**src/rtl/axil_pkg.sv**
```systemverilog
// Shared AXI4-Lite constants and the master FSM state type.
package axil_pkg;

  localparam logic [1:0] AXIL_RESP_OKAY   = 2'b00;
  localparam logic [1:0] AXIL_RESP_EXOKAY = 2'b01;
  localparam logic [1:0] AXIL_RESP_SLVERR = 2'b10;
  localparam logic [1:0] AXIL_RESP_DECERR = 2'b11;

  localparam logic [2:0] AXIL_PROT_DEFAULT = 3'b000;

  typedef enum logic [2:0] {
    ST_IDLE,
    ST_WR,
    ST_WR_RESP,
    ST_RD_ADDR,
    ST_RD_DATA,
    ST_RSP
  } axil_mst_state_t;

endpackage

```
**src/rtl/axil_timeout_cnt.sv**
```systemverilog
// Busy-cycle counter; expired holds once CYCLES-1 is reached.
module axil_timeout_cnt #(
  parameter int unsigned CYCLES = 256
) (
  input  logic clk,
  input  logic rst_n,
  input  logic clear,
  input  logic enable,
  output logic expired
);

  localparam int W = $clog2(CYCLES) + 1;

  logic [W-1:0] cnt;

  assign expired = (cnt == W'(CYCLES - 1));

  always_ff @(posedge clk or negedge rst_n) begin
    if (!rst_n) begin
      cnt <= '0;
    end else if (clear) begin
      cnt <= '0;
    end else if (enable && !expired) begin
      cnt <= cnt + 1'b1;
    end
  end

endmodule

```
**src/rtl/axil_lite_master.sv**
```systemverilog
// Single-outstanding AXI4-Lite master bridge from a cmd/rsp handshake.
// Optional dead-slave abort: define AXIL_LITE_MASTER_TIMEOUT_EN.
module axil_lite_master
  import axil_pkg::*;
#(
  parameter int ADDR_W         = 16,
  parameter int DATA_W         = 32,
  parameter int STRB_W         = DATA_W / 8,
  parameter int TIMEOUT_CYCLES = 256
) (
  input  logic              clk,
  input  logic              rst_n,
  input  logic              cmd_valid,
  output logic              cmd_ready,
  input  logic              cmd_we,
  input  logic [ADDR_W-1:0] cmd_addr,
  input  logic [DATA_W-1:0] cmd_wdata,
  input  logic [STRB_W-1:0] cmd_wstrb,
  output logic              rsp_valid,
  input  logic              rsp_ready,
  output logic [DATA_W-1:0] rsp_rdata,
  output logic              rsp_err,
  output logic [ADDR_W-1:0] axil_awaddr,
  output logic [2:0]        axil_awprot,
  output logic              axil_awvalid,
  input  logic              axil_awready,
  output logic [DATA_W-1:0] axil_wdata,
  output logic [STRB_W-1:0] axil_wstrb,
  output logic              axil_wvalid,
  input  logic              axil_wready,
  input  logic [1:0]        axil_bresp,
  input  logic              axil_bvalid,
  output logic              axil_bready,
  output logic [ADDR_W-1:0] axil_araddr,
  output logic [2:0]        axil_arprot,
  output logic              axil_arvalid,
  input  logic              axil_arready,
  input  logic [DATA_W-1:0] axil_rdata,
  input  logic [1:0]        axil_rresp,
  input  logic              axil_rvalid,
  output logic              axil_rready
);

  axil_mst_state_t st, nxt;

  logic [ADDR_W-1:0] addr_q;
  logic [DATA_W-1:0] wdata_q;
  logic [STRB_W-1:0] wstrb_q;
  logic              aw_done, w_done;
  logic              aw_hs, w_hs;
  logic              aw_ok, w_ok;
  logic              busy, tmo, abort;

  assign axil_awaddr = addr_q;
  assign axil_araddr = addr_q;
  assign axil_wdata  = wdata_q;
  assign axil_wstrb  = wstrb_q;
  assign axil_awprot = AXIL_PROT_DEFAULT;
  assign axil_arprot = AXIL_PROT_DEFAULT;

  assign aw_hs = axil_awvalid && axil_awready;
  assign w_hs  = axil_wvalid && axil_wready;
  assign aw_ok = aw_done || aw_hs;
  assign w_ok  = w_done || w_hs;

  assign busy = (st == ST_WR) || (st == ST_WR_RESP) ||
                (st == ST_RD_ADDR) || (st == ST_RD_DATA);

`ifdef AXIL_LITE_MASTER_TIMEOUT_EN
  axil_timeout_cnt #(
    .CYCLES (TIMEOUT_CYCLES)
  ) u_tmo (
    .clk     (clk),
    .rst_n   (rst_n),
    .clear   (st == ST_IDLE),
    .enable  (busy),
    .expired (tmo)
  );
`else
  assign tmo = 1'b0;
`endif

  always_ff @(posedge clk or negedge rst_n) begin
    if (!rst_n) st <= ST_IDLE;
    else        st <= nxt;
  end

  // Valids/readies are pure functions of state so reset drops them at once.
  always_comb begin
    nxt          = st;
    cmd_ready    = 1'b0;
    rsp_valid    = 1'b0;
    axil_awvalid = 1'b0;
    axil_wvalid  = 1'b0;
    axil_bready  = 1'b0;
    axil_arvalid = 1'b0;
    axil_rready  = 1'b0;
    abort        = 1'b0;
    unique case (st)
      ST_IDLE: begin
        cmd_ready = 1'b1;
        if (cmd_valid) nxt = cmd_we ? ST_WR : ST_RD_ADDR;
      end
      ST_WR: begin
        axil_awvalid = !aw_done;
        axil_wvalid  = !w_done;
        if (aw_ok && w_ok) nxt = ST_WR_RESP;
        else if (tmo)      abort = 1'b1;
      end
      ST_WR_RESP: begin
        axil_bready = 1'b1;
        if (axil_bvalid) nxt = ST_RSP;
        else if (tmo)    abort = 1'b1;
      end
      ST_RD_ADDR: begin
        axil_arvalid = 1'b1;
        if (axil_arready) nxt = ST_RD_DATA;
        else if (tmo)     abort = 1'b1;
      end
      ST_RD_DATA: begin
        axil_rready = 1'b1;
        if (axil_rvalid) nxt = ST_RSP;
        else if (tmo)    abort = 1'b1;
      end
      ST_RSP: begin
        rsp_valid = 1'b1;
        if (rsp_ready) nxt = ST_IDLE;
      end
      default: nxt = ST_IDLE;
    endcase
    if (abort) nxt = ST_RSP;
  end

  always_ff @(posedge clk or negedge rst_n) begin
    if (!rst_n) begin
      addr_q    <= '0;
      wdata_q   <= '0;
      wstrb_q   <= '0;
      aw_done   <= 1'b0;
      w_done    <= 1'b0;
      rsp_rdata <= '0;
      rsp_err   <= 1'b0;
    end else begin
      if (st == ST_IDLE && cmd_valid) begin
        addr_q  <= cmd_addr;
        wdata_q <= cmd_wdata;
        wstrb_q <= cmd_wstrb;
        aw_done <= 1'b0;
        w_done  <= 1'b0;
      end
      if (aw_hs) aw_done <= 1'b1;
      if (w_hs)  w_done  <= 1'b1;
      if (st == ST_WR_RESP && axil_bvalid) begin
        rsp_rdata <= '0;
        rsp_err   <= (axil_bresp != AXIL_RESP_OKAY);
      end else if (st == ST_RD_DATA && axil_rvalid) begin
        rsp_rdata <= axil_rdata;
        rsp_err   <= (axil_rresp != AXIL_RESP_OKAY);
      end else if (abort) begin
        rsp_rdata <= '0;
        rsp_err   <= 1'b1;
      end
    end
  end

endmodule
```
**config.mk**
```make
export PLATFORM = sky130hd
export DESIGN_NAME = axil_lite_master
export DESIGN_NICKNAME = d
export VERILOG_FILES = /design/src/rtl/axil_pkg.sv /design/src/rtl/axil_timeout_cnt.sv /design/src/rtl/axil_lite_master.sv
export SDC_FILE = /design/constraint.sdc
export NUM_CORES = 1
export LEC_CHECK = 0
export ABC_AREA = 1
export BUFFER_PORTS_ARGS = -buffer_cell sky130_fd_sc_hd__buf_2
export CORE_ASPECT_RATIO = 1.25
export CORE_UTILIZATION = 45
export CTS_CLUSTER_DIAMETER = 50
export CTS_CLUSTER_SIZE = 20
export DETAILED_ROUTE_END_ITERATION = 8
export GPL_TIMING_DRIVEN = 0
export PLACE_DENSITY_LB_ADDON = 0.2
export SYNTH_ARGS = -nofsm -noshare
export SYNTH_HDL_FRONTEND = slang
export SYNTH_SLANG_ARGS = --single-unit
```
**constraint.sdc**
```tcl
create_clock -name clk -period 4.6 [get_ports clk]
set_clock_uncertainty 0.2 [all_clocks]
set_input_delay 0 -clock clk [delete_from_list [all_inputs] [get_ports clk]]
set_output_delay 0 -clock clk [all_outputs]
set_load 0.03 [all_outputs]
```
# Yosys cells after proc, flatten, opt, wreduce, memory -nomap -nowiden
# Index checks and enable logic that the tools add are counted.
[totals]
output_inout_bits = 114
register_bits = 90
input_bits = 98
[classes]
eq_ne = 11
reduce_logical = 17
mux = 22
[ops]
columns = ["cell", "count"]
rows = [
  ["32-bit 2-to-1 mux", 2],
  ["3-bit 2-to-1 mux", 6],
  ["3-bit case mux with 6 select lines", 1],
  ["1-bit 2-to-1 mux", 12],
  ["2-bit != test, second input constant", 5],
  ["2-bit nonzero test", 5],
  ["3-bit by 2-bit == test with 1-bit output, second input constant", 2],
  ["3-bit == test, second input constant", 2],
  ["1-bit logical AND", 6],
  ["6-bit AND reduction", 1],
  ["3-bit by 1-bit == test with 1-bit output, second input constant", 1],
  ["3-bit zero test", 1],
  ["1-bit zero test", 2],
  ["1-bit logical OR", 2],
  ["2-bit 2-to-1 mux", 1],
  ["2-bit by 1-bit != test with 1-bit output, second input constant", 1],
]

# Longest topological paths before layout
[logic_depth]
ltp_word = 7
ltp_mapped = 9
depth_no_buf = 8

# Least setup slack after synthesis
# No wires, ideal clock.
[synth_path]
path_type = "reg2reg"
startpoint = "register st[1]"
endpoint = "register aw_done"
setup_slack_ns = 2.988
path_stages_with_launch = 7
required_ns = 4.317
t_arrival_ns = 1.329
path_buffers = 1
period_less_slack_ns = 1.612
path_cell_list = "dfrtp_1 > buf_4 > nor2_4 > nand2_1 > nor2_1 > nand2_1 > o21ai_0"
[synth_via]
elab_chain_len = 4
elab_cells_between_ends = 7
[synth_lines]
columns = ["item", "line", "rtl"]
rows = [
  ["start, declared", "axil_lite_master.sv:44", "axil_mst_state_t st, nxt;"],
  ["start signal, assigned", "axil_lite_master.sv:85", "else st <= nxt;"],
  ["3-bit by 1-bit == test with 1-bit output (*)", "axil_lite_master.sv:99", "unique case (st)"],
  ["1-bit 2-to-1 mux (*)", "axil_lite_master.sv:99", ""],
  ["named net axil_awvalid", "axil_lite_master.sv:25", "output logic axil_awvalid,"],
  ["1-bit logical AND (*)", "axil_lite_master.sv:61", "assign aw_hs = axil_awvalid && axil_awready;"],
  ["1-bit 2-to-1 mux or 2-bit nonzero test (tied branches)", "--", ""],
  ["end signal, assigned", "axil_lite_master.sv:139", "aw_done <= 1'b0;"],
  ["end signal, assigned", "axil_lite_master.sv:148", "aw_done <= 1'b0;"],
  ["end signal, assigned", "axil_lite_master.sv:151", "if (aw_hs) aw_done <= 1'b1;"],
  ["end, declared", "axil_lite_master.sv:49", "logic aw_done, w_done;"],
]
# Mark *: on every way through the listed nets, which the timed path passes. The rest lies on a longest branch.
# A chain may end at the register's enable or synchronous reset.

# Worst setup path after layout
[layout_path]
startpoint = "register st[1]"
endpoint = "register rsp_err"
[layout_via]
elab_chain_len = 3
elab_cells_between_ends = 6
[layout_lines]
columns = ["item", "line", "rtl"]
rows = [
  ["3-bit by 2-bit == test with 1-bit output or 3-bit == test (tied branches)", "axil_lite_master.sv:99, axil_lite_master.sv:153, axil_lite_master.sv:156", ""],
  ["1-bit logical AND, on equally long branches", "axil_lite_master.sv:153, axil_lite_master.sv:156", ""],
  ["1-bit 2-to-1 mux or 2-bit nonzero test (tied branches)", "--", ""],
  ["end signal, assigned", "axil_lite_master.sv:155", "rsp_err <= (axil_bresp != AXIL_RESP_OKAY);"],
  ["end signal, assigned", "axil_lite_master.sv:158", "rsp_err <= (axil_rresp != AXIL_RESP_OKAY);"],
  ["end, declared", "axil_lite_master.sv:22", "output logic rsp_err,"],
]
# Parallel ways exist; a longest one is shown, timed or not.

==> metrics.csv <==
stage,metric,value,unit
run_status,outcome,completed,
synth,yosysTopAreaCell,dfrtp_1,
synth,syn_inst,464,
routing,vias,4388,
power,p_int,2.351,mW
cts,cts.sinks,90,
synth,yosys-top-cells-area,"dfrtp_1 (57%), nand2_1 (19%), nand3_1 (9.1%), buf_4 (4.9%), nor2_1 (1.8%)",
global_routing,antenna_found_initial,0,
global_routing,grt_pass1_wl,21.22,mm
cts,ctsResizeCount,0,
cts,hold_buffers,119,
cts,cts_root_buf,clkbuf_8,
placed_design,io_buffers,204,
placed_design,gp_congestion,0.8700,
timing,rsz0062_at_grt,false,
min_path,hold_path.class,input port to flip-flop,
cts,cts_tree,yes,
final_layout,drive_gt1_share,34.36,%
power,pwr_density_cell,695.1,nW/um^2
critical_path,cp_max_fo,8,
critical_path,criticalPathCategory,flip-flop to flip-flop,
cts,cts_buffers,9,
routing,drtAntennaViolNets,0,
floorplanning,die_width,85.85,um
routing,wire_per_inst,14.07,um
floorplanning,dieArea,9170,sq um
flow_run,max_cap_violations,0,
final_layout,n_fill_cell,534,
floorplanning,initial_core_util,47.20,%
synth,ys_ff_latch,90,
cts,path_clk_slew,0.09,ns
power,power_frac_comb,57.3,%
critical_path,slowest_delay,0.58,ns
critical_path,required,4.64,ns
routing,wl_met1,4.901,mm
global_routing,grt_max_degree,50,
global_routing,first_global_vias,4574,
power,p_leak,3.805,nW
synth,syn_area,3955,sq um
power,vdd_drop_max,0.4245,mV
power,pwr-share-seq,30.5,%
timing,fin_crit_sh,58.07,%
power,p_sw,2.221,mW
synth,ys.warnings.count,0,
routing,drtIter0Drc,205,
synth,syn_area_per_cell,8.524,sq um
global_routing,grt.overflow.total,0,
timing,finalCriticalPeriod,2.671,ns
routing,drt-vias-per-instance,4.739,
power,finalPower,4.572,mW
critical_path,critical-path-slowest-cell,dlygate4sd3_1,
timing,max_freq,0.3744,GHz
critical_path,crit_path_end_kind,flip-flop,
floorplanning,rows,37,
critical_path,critPathMostFrequentCell,dlygate4sd3_1,
routing,firstDrtPassIters,6,
final_layout,area_growth,66.31,%
timing,setup_tns,0,ns
critical_path,crit_chain,buf_4 > nor2_2 > nand2_1 > inv_2 > nand2_2 > nor3_1 > dlygate4sd3_1 > nor2_1 > dlygate4sd3_1,
power,clockPowerShare,12.2,%
routing,wl,13.03,mm
timing,finalHoldViolCount,0,
cts,cts.path.max_buffers,2,
cts,post_cts_buffers,0,
critical_path,rrSetupSlack,1.93,ns
routing,wl_met3,758,um
floorplanning,core,8379,sq um
timing,drv_slew,0,
global_routing,track_usage,29.75,%
routing,route.detailed.drc,0,
final_layout,nNetsFinal,902,
cts,clkLatencyLatePin,0.35,ns
power,swShare,48.58,%
cts,htree_num_levels,3,
floorplanning,die_h,106.8,um
final_layout,antennaDiodeCount,0,
synth,ys_seq_area_share,56.94,%
synth,yosysTopAreaCellShare,56.94,%
timing,setup_viol,0,
critical_path,cp-start-kind,flip-flop,
routing,wl_met2,7.088,mm
synth,yosysUniqueCellTypes,21,
placed_design,dpl.hpwl,7.842,mm
floorplanning,pin_count,212,
critical_path,arrival,2.71,ns
routing,top_layer,met4,
[power by group through the flow]
| stage | Sequential, mW | Combinational, mW | Clock (mW) |
|---|---|---|---|
| 2_1_floorplan | 2.08 | 0.958 | 0 |
| 3_3_place_gp | 1.38 | 2.31 | 0 |
| 3_5_place_dp | 1.39 | 2.36 | 0 |
| 4_1_cts | 1.38 | 2.57 | 0.569 |
| 5_1_grt | 1.44 | 2.81 | 0.601 |
| 6_report | 1.39 | 2.62 | 0.556 |
[synthesized netlist by cell type]
library cell  count
conb_1            1
nand4_1           1
o21ai_0           3
a21oi_1           2
buf_2            12
nor2_4            2
clkbuf_1          3
dfrtp_1          90
nand2_2           4
nor3_1            1
inv_2             4
nor2_2            1
inv_4             1
nand3b_1          1
buf_4            26
nand3_1          72
nor2_1           19
nand2_1         204
nand2_4           1
buf_6             6
inv_1            10
[through the flow]
stage | util (%) | worst slack, ns | std cells | cell area [sq um] | hold slack, ns
4_1_cts | 78.50 | 1.998 | 926 | 6578 | 0.001349
3_5_place_dp | 61.71 | 2.936 | 791 | 5171 | -0.1671
5_1_grt | 78.50 | 1.839 | 926 | 6578 | 0.02664
6_report | 78.50 | 1.929 | 926 | 6578 | 0.009726
2_1_floorplan | - | 2.988 | 469 | 3974 | -0.4956
3_3_place_gp | 61.36 | 2.518 | 790 | 5141 | -0.006442
[critical path: cells and delay by family (launching register included)]
kind	cells	cell delay, ns
buffers and inverters	4	1.46
AND/OR/NAND/NOR	5	0.52
flip-flops	1	0.38
[kinds of logic after synthesis]
kind of cell	count (synthesis)	synth area share [%]
other cells	1	0.09482
compound gates	5	0.6326
buf+inv	62	9.934
simple gates	306	32.39
flops	90	56.94
[layer usage]
layer | global-route usage [%] | up-vias
met5 | 0 | -
met2 | 54.40 | 183
li1 | - | 2101
met3 | 7.467 | 26
met1 | 32.85 | 2078
met4 | 11.55 | 0
[final cells by class]
type / instances / area (sq um) / share of cell area (%)
buffer: 47 / 334.1 / 5.079
clock buffer: 12 / 155.1 / 2.359
clock inverter: 4 / 50.05 / 0.7609
inverter: 15 / 58.81 / 0.8940
multi-input combinational: 317 / 1329 / 20.20
sequential: 90 / 2252 / 34.24
tap: 117 / 146.4 / 2.226
timing repair buffer: 324 / 2252 / 34.24
[state kept, by name (all words and copies together), names as in the netlist]
| name | cells |
|---|---|
| aw_done | 1 |
| w_done | 1 |
| st | 3 |
| axil_wstrb | 4 |
| rsp_err | 1 |
| axil_araddr | 16 |
| axil_wdata | 32 |
| rsp_rdata | 32 |
[final timing paths]
kind / start / endpoint / cells after the start
max in group asynchronous: rst_n / st[0]$_DFFE_PN0P_ / 4
min in group asynchronous: rst_n / axil_wdata[7]$_DFFE_PN0P_ / 4
hold / removal: axil_bvalid / rsp_rdata[13]$_DFFE_PN0P_ / 5
setup / recovery: st[1]$_DFFE_PN0P_ / rsp_err$_DFFE_PN0P_ / 9
setup reg to reg: st[1]$_DFFE_PN0P_ / rsp_err$_DFFE_PN0P_ / 9
hold reg to reg: axil_wdata[19]$_DFFE_PN0P_ / axil_wdata[19]$_DFFE_PN0P_ / 2
[layout by cell type (no fill, tap or decap), drive strengths merged]
master         n
dlygate4sd3  118
nor2          22
nor3           1
nand3b         1
bufinv         1
clkinv         1
conb           6
a21oi          2
clkinvlp       2
nand2        209
o21ai          3
nand3         72
inv           15
nand4          1
clkbuf        15
dfrtp         90
buf          250
No activity file was read; power rests on OpenSTA's default activity.
